--- src/rtl/alu_pkg.sv ---
// alu_pkg: shared width, op encodings and command/result records for the ALU execute stage
package alu_pkg;
    localparam int ALU_W = 32;
    localparam logic [2:0] OP_ADD  = 3'b000;
    localparam logic [2:0] OP_SUB  = 3'b001;
    localparam logic [2:0] OP_AND  = 3'b010;
    localparam logic [2:0] OP_OR   = 3'b011;
    localparam logic [2:0] OP_XOR  = 3'b100;
    localparam logic [2:0] OP_NOR  = 3'b101;
    localparam logic [2:0] OP_NAND = 3'b110;
    localparam logic [2:0] OP_XNOR = 3'b111;
    typedef struct packed {
        logic [ALU_W-1:0] a;
        logic [ALU_W-1:0] b;
        logic [2:0]       op;
        logic             ci;
        logic             chain;
    } alu_cmd_t;
    typedef struct packed {
        logic [ALU_W-1:0] f;
        logic             co;
        logic             zero;
        logic             neg;
    } alu_res_t;
endpackage

--- src/rtl/alu_32_bit.sv ---
// alu_32_bit: combinational 32-bit ALU; SUB computes a + ~b + Ci, logic ops force Co=0
module alu_32_bit
    import alu_pkg::*;
(
    input  logic [ALU_W-1:0] a,
    input  logic [ALU_W-1:0] b,
    input  logic             S0,
    input  logic             S1,
    input  logic             S2,
    input  logic             Ci,
    output logic [ALU_W-1:0] F,
    output logic             Co
);
    logic [2:0]     sel;
    logic           arith;
    logic [ALU_W:0] sum;
    always_comb begin
        sel   = {S2, S1, S0};
        arith = (sel == OP_ADD) || (sel == OP_SUB);
        sum   = {1'b0, a} + {1'b0, ((sel == OP_SUB) ? ~b : b)} + {{ALU_W{1'b0}}, Ci};
        F     = arith            ? sum[ALU_W-1:0]
              : sel == OP_AND  ? a & b
              : sel == OP_OR   ? a | b
              : sel == OP_XOR  ? a ^ b
              : sel == OP_NOR  ? ~(a | b)
              : sel == OP_NAND ? ~(a & b)
              :                  ~(a ^ b);
        Co    = arith && sum[ALU_W];
    end
endmodule

--- src/rtl/alu_exec_stage.sv ---
// alu_exec_stage: two-stage valid/ready pipeline around alu_32_bit; ALU_CARRY_CHAIN_EN adds Co->Ci chaining
module alu_exec_stage
    import alu_pkg::*;
#(
    parameter int TAG_W = 4
) (
    input  logic             clk,
    input  logic             rst_n,
    input  logic             cmd_valid,
    output logic             cmd_ready,
    input  logic [ALU_W-1:0] cmd_a,
    input  logic [ALU_W-1:0] cmd_b,
    input  logic [2:0]       cmd_op,
    input  logic             cmd_ci,
    input  logic             cmd_chain,
    output logic             res_valid,
    input  logic             res_ready,
    output logic [ALU_W-1:0] res_f,
    output logic             res_co,
    output logic             res_zero,
    output logic             res_neg,
    output logic [TAG_W-1:0] res_tag
);
    logic             s1_valid_q, s1_valid_d;
    alu_cmd_t         s1_cmd_q, s1_cmd_d;
    logic [TAG_W-1:0] s1_tag_q, s1_tag_d;
    logic [TAG_W-1:0] tag_q, tag_d;
    logic             res_valid_q, res_valid_d;
    alu_res_t         res_q, res_d;
    logic [TAG_W-1:0] res_tag_q, res_tag_d;
    logic             adv1, adv2, push, alu_ci, alu_co;
    logic [ALU_W-1:0] alu_f;

`ifdef ALU_CARRY_CHAIN_EN
    logic carry_q, carry_d;
    assign alu_ci  = s1_cmd_q.chain ? carry_q : s1_cmd_q.ci;
    assign carry_d = adv1 ? alu_co : carry_q;
    always_ff @(posedge clk or negedge rst_n) begin
        if (!rst_n) carry_q <= 1'b0;
        else        carry_q <= carry_d;
    end
`else
    // chain bit is still captured but has no effect without carry chaining
    logic chain_unused;
    assign chain_unused = s1_cmd_q.chain;
    assign alu_ci       = s1_cmd_q.ci;
`endif

    alu_32_bit u_alu (
        .a  (s1_cmd_q.a),
        .b  (s1_cmd_q.b),
        .S0 (s1_cmd_q.op[0]),
        .S1 (s1_cmd_q.op[1]),
        .S2 (s1_cmd_q.op[2]),
        .Ci (alu_ci),
        .F  (alu_f),
        .Co (alu_co)
    );

    always_comb begin
        adv2        = !res_valid_q || res_ready;
        adv1        = s1_valid_q && adv2;
        cmd_ready   = !s1_valid_q || adv2;
        push        = cmd_valid && cmd_ready;
        s1_valid_d  = push || (s1_valid_q && !adv1);
        s1_cmd_d    = push ? alu_cmd_t'({cmd_a, cmd_b, cmd_op, cmd_ci, cmd_chain}) : s1_cmd_q;
        s1_tag_d    = push ? tag_q : s1_tag_q;
        tag_d       = push ? tag_q + 1'b1 : tag_q;
        res_valid_d = adv2 ? s1_valid_q : res_valid_q;
        res_d       = adv1 ? alu_res_t'({alu_f, alu_co, alu_f == '0, alu_f[ALU_W-1]}) : res_q;
        res_tag_d   = adv1 ? s1_tag_q : res_tag_q;
    end

    always_ff @(posedge clk or negedge rst_n) begin
        if (!rst_n) begin
            s1_valid_q  <= 1'b0;
            s1_cmd_q    <= '0;
            s1_tag_q    <= '0;
            tag_q       <= '0;
            res_valid_q <= 1'b0;
            res_q       <= '0;
            res_tag_q   <= '0;
        end else begin
            s1_valid_q  <= s1_valid_d;
            s1_cmd_q    <= s1_cmd_d;
            s1_tag_q    <= s1_tag_d;
            tag_q       <= tag_d;
            res_valid_q <= res_valid_d;
            res_q       <= res_d;
            res_tag_q   <= res_tag_d;
        end
    end

    assign res_valid = res_valid_q;
    assign res_f     = res_q.f;
    assign res_co    = res_q.co;
    assign res_zero  = res_q.zero;
    assign res_neg   = res_q.neg;
    assign res_tag   = res_tag_q;
endmodule
--- config.mk ---
export PLATFORM = sky130hd
export DESIGN_NAME = alu_exec_stage
export DESIGN_NICKNAME = d
export VERILOG_FILES = /design/src/rtl/alu_pkg.sv /design/src/rtl/alu_32_bit.sv /design/src/rtl/alu_exec_stage.sv
export SDC_FILE = /design/constraint.sdc
export NUM_CORES = 1
export LEC_CHECK = 0
export ABC_AREA = 1
export CORE_MARGIN = 1
export CORE_UTILIZATION = 50
export CTS_CLUSTER_DIAMETER = 40
export DETAILED_ROUTE_END_ITERATION = 8
export HOLD_SLACK_MARGIN = 0.08
export PLACE_DENSITY = 0.72
export SETUP_SLACK_MARGIN = 0.4
export SLEW_MARGIN = 20
export SYNTH_ARGS = -nofsm -noshare
export SYNTH_HDL_FRONTEND = slang
export SYNTH_SLANG_ARGS = --single-unit
--- constraint.sdc ---
create_clock -name clk -period 7.98 [get_ports clk]
set_input_delay 1.596 -clock clk [delete_from_list [all_inputs] [get_ports clk]]
set_output_delay 1.596 -clock clk [all_outputs]
set_load 0.1 [all_outputs]
---- Word-level counts from Yosys, hierarchy flattened ----
Cells that the tools add are included.
word-level totals
  output and inout bits ................... 41
  bits in registers ....................... 117
cells by class
  bitwise gates (word level) .............. 7
  add/subtract/negate cells ............... 3
  muxes and demuxes ....................... 7
  reduce and logical (&&, ||, !) cells .... 13
  equal/unequal tests ..................... 6
operators by type and width
  kind                                                 number
  2-to-1 mux 32 bit                                    7
  NOT 32 bit                                           4
  adder 32 x 32 -> 33 bit                              1
  adder 33 x 1 -> 33 bit                               1
  AND 32 bit                                           1
  zero test 32 bit                                     1
  bitwise OR 32 bit                                    1
  XOR 32 bit                                           1
  equality test 3 bit, second input constant           3
  equality test 3 x 2 -> 1 bit, second input constant  2
  adder 4 x 1 -> 4 bit, second input constant          1
  logical AND 1 bit                                    4
  logical OR 1 bit                                     4
  equality test 3 x 1 -> 1 bit, second input constant  1
  zero test 1 bit                                      3
  zero test 3 bit                                      1

---- Longest topological paths before layout ----
  word-level depth ........................ 9
  mapped depth ............................ 26

---- Cells and area by module ----
Synthesis repeated with hierarchy kept, for this count alone.
unflattened totals
  cells, all modules ...................... 1699
  area total of the unflattened synthesis .. 10610.2 um2
modules (own cells, without submodules)
  module          sequential area each (um2)  times used  area each (um2)  cells each
  alu_32_bit      0.0                         1           6048.3           1187
  alu_exec_stage  2902.8                      1           4561.9           512

---- Least setup slack after synthesis ----
No wires, ideal clock.
  path type ............................... input to output
  start point ............................. in res_ready
  end point ............................... out cmd_ready
  setup slack ............................. 3980 ps
  arrival ................................. 2404 ps
  path buffers ............................ 0
  stages on the path ...................... 2
  cell sequence ........................... inv_1 > nand3_1
between the ends
  longest elaborated chain between the ends .. 2
ends and longest elaborated chain
  what                RTL line              text
  start: declaration  alu_exec_stage.sv:17  input logic res_ready,
  logical OR 1 bit    alu_exec_stage.sv:61  adv2 = !res_valid_q || res_ready;
  logical OR 1 bit    alu_exec_stage.sv:63  cmd_ready = !s1_valid_q || adv2;
  end: declaration    alu_exec_stage.sv:10  output logic cmd_ready,
Every way passes these cells.

---- Worst setup path in the final report ----
Ends and elaborated chain as after synthesis.

==> qor.yml <==
setup_path:
  cp-end-kind: "output port"
  cp-startpoint: "res_ready"
  cp.arrival_ns: 3.33
  reg2reg_from: "s1_cmd_q[3]"
  path_max_fanout: 3
  required_ns: 6.38
  cp-start-kind: "primary input"
  critPathKind: "in2out"
  r2r_end: "res_zero"
  r2r_slack_ns: 3.85
  r2r_cells: 17
drt:
  wl_met3_um: 2890
  vias: 10900
  wire_per_inst_um: 16.3
  top_layer: "met4"
  drc: 0
  met2_length_um: 14200
  drt_iter0_markers: 890
  dr.pass1.iters: 7
  wl_met1_um: 15400
  vias_per_cell: 5.38
  drt.antenna.violating_nets: 0
  wl_um: 33200
synth:
  synth_top_family_by_area: "simple AND/OR/NAND/NOR gates"
  ys_seq_elements: 116
  synthMuxAreaShare: 0
  ys_types: 40
  syn-cell-area_um2: 10600
  syn_avg_cell_area_um2: 6.33
  syn-instance-count: 1681
  post_synth_xor_area_fraction: 0.0288
  yosysWarnings: 0
  synthAdderAreaFrac: 0.117
  synth-simple-area-share: 0.328
  syn-num-nets: 1852
  synth-compound-area-share: 0.117
  ys_seq_area_frac: 0.273
final_layout:
  syn2layout_area_growth_pct: 16.4
  layout-drive-gt1-share: 0.0357
  final_util: 0.602
  final_nets: 1922
  antenna_cells: 0
  finalNonFillerCells: 2034
  fill_cells: 2030
clock_network:
  cts.clk_slew.worst_paths_ns: 0.06
  cts_buffer_depth: 2
  htree_num_levels: 4
  cts_tree: "built"
  cts_buffers: 17
  cts_root_buffer: "clkbuf_16"
  cts_resized: 0
  clk_latency_ns: 0.43
  ctsHoldBuffers: 0
  postCtsSetupBuffers: 0
  cts_num_sinks: 116
power:
  p_per_area_nw_per_um2: 337
  irDropWorstVdd_mv: 0.212
  p_leak_nw: 6.54
  fin_total_pwr_w: 0.00417
place:
  numPortBuffers: 112
  dp_hpwl_um: 23600
  dp_cells: 2002
  pre_cts_slack_ns: 3.05
  place_congestion: 0.963
floorplanning:
  dieWidth_um: 148
  fp.dieH_um: 148
  core.rowCount: 52
  start_util: 0.517
  core_area_um2: 20600
  die_area_um2: 21900
  ios: 114
global_route:
  grt_max_degree: 86
  antenna_found_initial: 0
  grt_pass1_vias: 10100
  track_usage: 0.313
  grt_pass1_wl_um: 53000
  grt_overflow: 0
sta:
  drv_slew: 0
  setup_viol: 0
  relSlewSlack: 0.261
  max_freq_mhz: 203
  setup_ws_ns: 3.05
  finalSetupTns_ns: 0
  rsz0062_at_grt: "false"
  finClkSkew_ns: 0.0110
  tightest_slew_ns: 1.10
  min_period_ns: 4.93
  finalHoldViolCount: 0
  fin_crit_sh: 0.617
hold_path:
  min_from: "res_f[13]"
  min_to: "res_f[13]"
  whs_path_depth: 2
  hp-class: "reg2reg"
run_status:
  status: "finished, final reports clean"
job:
  drv_cap: 0
## critical path, stage by stage
cell and delay (ns):
clkdlybuf4s50_1 0.45, inv_1 0.04, nand3_1 0.10, clkdlybuf4s50_1 1.14
## report_power, final
group | switching [W] | internal (W) | leakage, nW
Combinational | 0.00184 | 0.000701 | 4.87
Sequential | 0.000110 | 0.000751 | 1.40
Clock | 0.000327 | 0.000435 | 0.267
Total | 0.00228 | 0.00189 | 6.54
## worst max-delay path by stage
stage | slack (ns) | cells after the start | endpoint
2_1_floorplan | 3.98 | 2 | cmd_ready
3_3_place_gp | 3.05 | 4 | cmd_ready
3_5_place_dp | 3.05 | 4 | cmd_ready
4_1_cts | 3.04 | 4 | cmd_ready
5_1_grt | 2.98 | 4 | cmd_ready
6_report | 3.05 | 4 | cmd_ready
## flip-flops by register name, summed over array words and instances (netlist names)
name,cells
s1_cmd_q,67
res_f,31
res_tag,4
s1_tag_q,4
tag_q,4
alu_ci,1
res_co,1
res_neg,1
res_valid,1
res_zero,1
s1_valid_q,1
## cells in the mapped netlist, drive strengths merged
cell	count	share of area
nand2	540	0.19
inv	284	0.10
o21ai	139	0.065
nor2	133	0.049
dfrtp	116	0.27
nand3	109	0.054
ha	96	0.11
a21oi	68	0.034
nand4	41	0.024
buf	40	0.024
xor2	34	0.028
clkbuf	31	0.011
a31oi	16	0.0094
nor3	8	0.0048
o211ai	4	0.0028
o21bai	3	0.0021
a21boi	2	0.0014
and2	2	0.0012
clkinv	2	0.00071
fa	2	0.0038
nand3b	2	0.0014
nor3b	2	0.0014
or2	2	0.0012
a211oi	1	0.00071
a22oi	1	0.00071
nor4	1	0.00059
o31ai	1	0.00071
xnor2	1	0.00082
## layout make-up
class | count | area, µm² | share of cell area
multi-input cells | 1208 | 6290 | 0.508
flip-flops and latches | 116 | 2900 | 0.235
well taps | 270 | 338 | 0.0273
repair buffers | 122 | 1190 | 0.0965
clock inverters | 15 | 148 | 0.0119
clock buffers | 17 | 425 | 0.0344
inverters | 286 | 1080 | 0.0873
## cell families after synthesis
family,count (synthesis)
adder cells (fa/ha/maj),98
AO/OA/AOI/OAI,235
AND/OR/NAND/NOR,840
XOR/XNOR,35
flip-flops,116
buffers and inverters,357
## metrics by stage
stage	area, µm²	hold slack [ns]
after global placement	11800	0.465
after global routing	12400	0.510
after floorplan	10600	0.442
after detailed placement	11800	0.465
final	12400	0.489
after CTS	12400	0.490
## metal layers
layer	vias to the layer above	track usage
met3	57	0.0639
met1	5006	0.446
li1	5407	-
met5	-	0
met2	476	0.476
met4	0	0.0923
## placed cells by master (no fill, tap or decap), drive strengths merged
master	synthesis	final
o211ai	4	4
nand3	109	109
a31oi	16	16
a21oi	68	68
o21bai	3	3
nand2	540	540
a21boi	2	2
xor2	34	34
ha	96	96
dfrtp	116	116
inv	284	288
nor3b	2	2
nor2	133	133
nor3	8	8
xnor2	1	1
a211oi	1	1
clkinv	2	8
o21ai	139	139
and2	2	2
nand4	41	41
fa	2	2
clkdlybuf4s50	0	111
buf	40	11
clkinvlp	0	4
a22oi	1	1
or2	2	2
clkbuf	31	17
bufinv	0	1
nor4	1	1
o31ai	1	1
nand3b	2	2
No activity file was read; power rests on OpenSTA's default activity.
==> variant 1: new RTL, config.mk and constraints unchanged <==
`tag_q` no longer has a reset.
--- a/src/rtl/alu_exec_stage.sv
+++ b/src/rtl/alu_exec_stage.sv
@@ -76,7 +76,6 @@
             s1_valid_q  <= 1'b0;
             s1_cmd_q    <= '0;
             s1_tag_q    <= '0;
-            tag_q       <= '0;
             res_valid_q <= 1'b0;
             res_q       <= '0;
             res_tag_q   <= '0;
@@ -84,11 +83,14 @@
             s1_valid_q  <= s1_valid_d;
             s1_cmd_q    <= s1_cmd_d;
             s1_tag_q    <= s1_tag_d;
-            tag_q       <= tag_d;
             res_valid_q <= res_valid_d;
             res_q       <= res_d;
             res_tag_q   <= res_tag_d;
         end
+    end
+
+    always_ff @(posedge clk) begin
+        tag_q <= tag_d;
     end
 
     assign res_valid = res_valid_q;
Check against the original RTL: not equivalent (Yosys sat finds a counterexample within 4 cycles, from zero or initial values and one cycle with rst_n low).
==> variant 1 against the original RTL <==
Wire length rose by 2.8%; via count fell by 1.9%; first-iteration DRC count rose by 28%; setup slack got worse by 0.020 ns; total power fell by 0.69%; sequential cell count did not move; clock power rose by 6.3%; area after synthesis fell by 3.4%; design area fell by 1.8%; global-route usage rose by 1.6 points; largest power group unchanged; highest routed layer unchanged.
==> variant 1: results <==
export IMPL_drt_initial_drc_count=1135
export IMPL_yosysSeqAreaShare_pct=28.4
export IMPL_delay_contributed_by_the_slowest_stage_of_the_critical_path_ns=1.15
export IMPL_dr_total_vias=10700
export IMPL_crit_slowest_cell="sky130_fd_sc_hd__clkdlybuf4s50_1"
export IMPL_synth_enable_flop_cells=4
export IMPL_hold_path_startpoint="res_co$_DFFE_PN0P_"
export IMPL_wirelength_mm=34.1
export IMPL_post_cts_setup_buffer_count=0
export IMPL_routabilityCongestion=0.951
export IMPL_irDropWorstVdd_uv=198
export IMPL_ys_top_cells_by_count="480 x sky130_fd_sc_hd__nand2_1, 228 x sky130_fd_sc_hd__inv_1, 178 x sky130_fd_sc_hd__nor2_1, 136 x sky130_fd_sc_hd__o21ai_0, 112 x sky130_fd_sc_hd__dfrtp_1"
export IMPL_synth_top_flop_cell="sky130_fd_sc_hd__dfrtp_1"
export IMPL_final_fill_count=1967
export IMPL_top_register="s1_cmd_q"
export IMPL_final_net_count=1846
export IMPL_yosysWarningCount=0
export IMPL_cts_repair_resized=0
export IMPL_gr_usage_all_layers_pct=32.9
export IMPL_port_buffers=112
export IMPL_drive_above_1_share_pct=3.85
export IMPL_htree_num_levels=4
export IMPL_cts_root_buffer_cell="sky130_fd_sc_hd__clkbuf_16"
export IMPL_grt_first_pass_wirelength_mm=53.8
export IMPL_worst_setup_hold_path_clk_slew_ns=0.06
export IMPL_tightest_slew_ns=1.04
export IMPL_cts_inserted_buffers=17
export IMPL_largest_register_ffs=67
export IMPL_async_flop_share_pct=96.6
export IMPL_worst_endpoint_arrival_ns=3.35
export IMPL_static_leakage_power_uw=0.00631
export IMPL_final_setup_skew_ns=0.0119
export IMPL_outcome="finished clean"
export IMPL_p_int_uw=1910
export IMPL_detailedPlacementHpwl_mm=24.5
export IMPL_worstSkewPairLatency_ns=0.43
export IMPL_timing_rr_start="s1_cmd_q[2]$_DFFE_PN0P_"
export IMPL_path_max_fanout=3
export IMPL_crit_path_start="res_ready"
export IMPL_maximum_number_of_pins_on_one_net_before_global_route_repair=79
export IMPL_worstHoldPathType="reg2reg"
export IMPL_post_synth_main_area_contributors="sky130_fd_sc_hd__dfrtp_1 27%, sky130_fd_sc_hd__nand2_1 18%, sky130_fd_sc_hd__ha_1 12%, sky130_fd_sc_hd__inv_1 8.3%, sky130_fd_sc_hd__o21ai_0 6.6%"
export IMPL_library_cells_used_by_synthesis=39
export IMPL_clock_tree_buffer_depth=2
export IMPL_antenna_found_initial=1
export IMPL_number_of_global_route_vias_before_repair=9865
export IMPL_drt_pass1_iter_count=7
variant 1: cell types whose count changed after synthesis, sizes merged, moves of 5 or more:
| cell | unedited run | this run |
|---|---|---|
| nand3 | 109 | 90 |
| inv | 284 | 232 |
| o21ai | 139 | 144 |
| a21oi | 68 | 56 |
| nand3b | 2 | 8 |
| nor2 | 133 | 179 |
| nand2 | 540 | 482 |
| nand4 | 41 | 29 |
| buf | 40 | 32 |
| o211ai | 4 | 11 |
| o21bai | 3 | 8 |
variant 1: worst paths after layout:
kind / to / slack (ns) / cells past startpoint
max: cmd_ready / 3.03 / 4
min: res_co$_DFFE_PN0P_ / 0.48 / 1
max reg2reg: res_zero$_DFFE_PN0P_ / 4.10 / 13
min reg2reg: res_co$_DFFE_PN0P_ / 0.48 / 1
max in group asynchronous: s1_cmd_q[12]$_DFFE_PN0P_ / 5.74 / 2
min in group asynchronous: s1_cmd_q[58]$_DFFE_PN0P_ / 1.12 / 1
variant 1: power groups by stage:
stage / Combinational (µW) / Clock (µW) / Sequential, µW
after floorplan: 1140 / 0 / 1490
after global placement: 2410 / 0 / 849
after detailed placement: 2430 / 0 / 852
after CTS: 2450 / 819 / 845
after global routing: 2680 / 841 / 867
final: 2480 / 810 / 845
variant 1: cell families (layout without fill, tap and decap cells):
group,Yosys count,after routing,share of synthesized area [%]
and+or+nand+nor,804,804,32.1
buffers and inverters,302,392,11.6
AOI/OAI and AO/OA,244,244,12.9
DFF,116,116,28.4
adders and majority gates,98,98,12.1
xor gates and xnor gates,34,34,2.90
other,0,1,0
variant 1: worst max-delay path: cells and delay by family:
family	cells	cell delay, ns
buffers and inverters	3	1.65
AND/OR/NAND/NOR	1	0.11
variant 1: per-stage QoR:
| step | area, µm² | instances | utilization, % |
|---|---|---|---|
| after CTS | 12100 | 1958 | 60.2 |
| after detailed placement | 11500 | 1926 | 57.2 |
| after global placement | 11500 | 1926 | 57.2 |
| after global routing | 12200 | 1958 | 60.2 |
| final | 12200 | 1959 | 60.3 |
| after floorplan | 10300 | 1598 | - |
variant 1: layer usage:
| metal | vias up | global-route usage (%) | share of wire, % |
|---|---|---|---|
| met5 | - | 0 | 0 |
| met4 | 0 | 7.89 | 1.6 |
| met3 | 52 | 8.65 | 11 |
| met2 | 530 | 47.4 | 42 |
| met1 | 4949 | 48.8 | 46 |
| li1 | 5202 | - | - |
variant 1: final cells by class:
cell class / instances / area share [%]
Multi-Input combinational cell: 1180 / 50.8
Clock buffer: 20 / 3.84
Antenna cell: 1 / 0.0206
Clock inverter: 12 / 1.19
Sequential cell: 116 / 24.1
Inverter: 235 / 7.27
Tap cell: 270 / 2.78
Timing Repair Buffer: 125 / 10.0
==> variant 2: new RTL, config.mk and constraints unchanged <==
Without the edit above. The parameter `TAG_W` goes from 4 to 3.
--- a/src/rtl/alu_exec_stage.sv
+++ b/src/rtl/alu_exec_stage.sv
@@ -2,7 +2,7 @@
 module alu_exec_stage
     import alu_pkg::*;
 #(
-    parameter int TAG_W = 4
+    parameter int TAG_W = 3
 ) (
     input  logic             clk,
     input  logic             rst_n,
Interface: changed (resized res_tag); port bits go from 114 to 113. The function was not compared with the original's and may differ.
==> variant 2 against the original RTL <==
Non-clock buffer count rose by 1; sequential cell count fell by 3; clock skew fell by 0.0011 ns; area after synthesis fell by 4.8%; wire length fell by 5.3%; total power fell by 3.2%; design area fell by 3.6%; first-iteration DRC count fell by 4.6%; setup slack got worse by 0.094 ns; critical endpoint unchanged.
==> variant 2: results <==
export IMPL_outcome="finished clean"
export IMPL_ys_ff_latch=113
export IMPL_place_area_um2=11400
export IMPL_port_buffers=111
export IMPL_use_met1_pct=44.4
export IMPL_grt_use_met3_pct=6.32
export IMPL_routabilityCongestion=0.935
export IMPL_synthAdderAreaFrac_pct=12.3
export IMPL_static_leakage_power_uw=0.00636
export IMPL_ys_top_cells_by_count="410 x sky130_fd_sc_hd__nand2_1, 239 x sky130_fd_sc_hd__nor2_1, 238 x sky130_fd_sc_hd__inv_1, 122 x sky130_fd_sc_hd__a21oi_1, 113 x sky130_fd_sc_hd__dfrtp_1"
export IMPL_drive_above_1_share_pct=3.27
export IMPL_worst_endpoint_arrival_ns=3.43
export IMPL_maximum_number_of_pins_on_one_net_before_global_route_repair=81
export IMPL_library_cells_used_by_synthesis=38
export IMPL_maxCapViolations=0
export IMPL_worstHoldEndpoint="tag_q[2]$_DFFE_PN0P_"
export IMPL_post_cts_setup_buffer_count=0
export IMPL_r2r_worst_path_cells=19
export IMPL_number_of_global_route_vias_before_repair=9627
export IMPL_delay_contributed_by_the_slowest_stage_of_the_critical_path_ns=1.17
export IMPL_final_setup_skew_ns=0.00988
export IMPL_post_synthesis_xor_xnor_area_fraction_pct=2.94
export IMPL_yosys_area_top_type_share_pct=27.9
export IMPL_detailedPlacementHpwl_mm=22.8
export IMPL_dr_total_vias=10400
export IMPL_drt_pass1_iter_count=6
export IMPL_drt_initial_drc_count=849
export IMPL_postSynthAreaPerCell_um2=6.34
export IMPL_tightest_slew_ns=1.05
export IMPL_use_met2_pct=48.3
export IMPL_final_instance_count_excl_fill=1948
export IMPL_syn_nets=1768
export IMPL_yosysSeqAreaShare_pct=27.9
export IMPL_path_max_fanout=4
export IMPL_routed_wire_length_per_instance_um=16.1
export IMPL_hold_path_startpoint="tag_q[2]$_DFFE_PN0P_"
export IMPL_synth_area_mux_share_pct=0.334
export IMPL_gr_usage_all_layers_pct=31.7
export IMPL_irDropWorstVdd_uv=203
export IMPL_final_hold_worst_slack_ns=0.474
export IMPL_post_synth_main_area_contributors="sky130_fd_sc_hd__dfrtp_1 28%, sky130_fd_sc_hd__nand2_1 15%, sky130_fd_sc_hd__ha_1 12%, sky130_fd_sc_hd__nor2_1 8.9%, sky130_fd_sc_hd__inv_1 8.8%"
## variant 2: cell types whose count changed in the layout (fill, tap and decap cells not counted), sizes merged, moves of 3 or more
cell / delta
clkbuf: +6
nand3b: +3
clkinvlp: -4
nor2: +108
nand3: -6
dfrtp: -3
a21oi: +54
nand4: -15
nand2: -130
mux2: +3
o21ai: -51
nor3: -4
inv: -47
## variant 2: cell type report
cell class                 count  area, µm²
fill                        1943       7730
multi-input combinational   1175       6120
sequential                   113       2830
timing repair buffer         123       1200
inverter                     242        908
clock buffer                  23        478
tap                          265        332
clock inverter                 7       60.1
## variant 2: worst max-delay path by stage
stage                     slack (ns)      start        end
after floorplan                 3.96  res_ready  cmd_ready
after global placement          2.96  res_ready  cmd_ready
after detailed placement        2.97  res_ready  cmd_ready
after CTS                       2.96  res_ready  cmd_ready
after global routing            2.91  res_ready  cmd_ready
final                           2.96  res_ready  cmd_ready
## variant 2: power by group
| part | leakage [µW] | switching, µW | internal, µW |
|---|---|---|---|
| Sequential | 0.00128 | 103 | 732 |
| Combinational | 0.00481 | 1790 | 688 |
| Clock | 0.000272 | 274 | 445 |
| Total | 0.00636 | 2170 | 1860 |
## variant 2: cell families (layout without fill, tap and decap cells)
logic type               count (synthesis)  after routing
AO/OA/AOI/OAI                          241            241
adder cells (fa/ha/maj)                 98             98
flip-flops                             113            113
AND/OR/NAND/NOR                        799            799
multiplexers                             3              3
XOR/XNOR                                34             34
buffers and inverters                  309            395
## variant 2: routing by layer
metal	vias up	part of all wire [%]
met4	0	2.5
met2	443	42
met3	62	8.1
met5	-	0
li1	5181	-
met1	4753	47
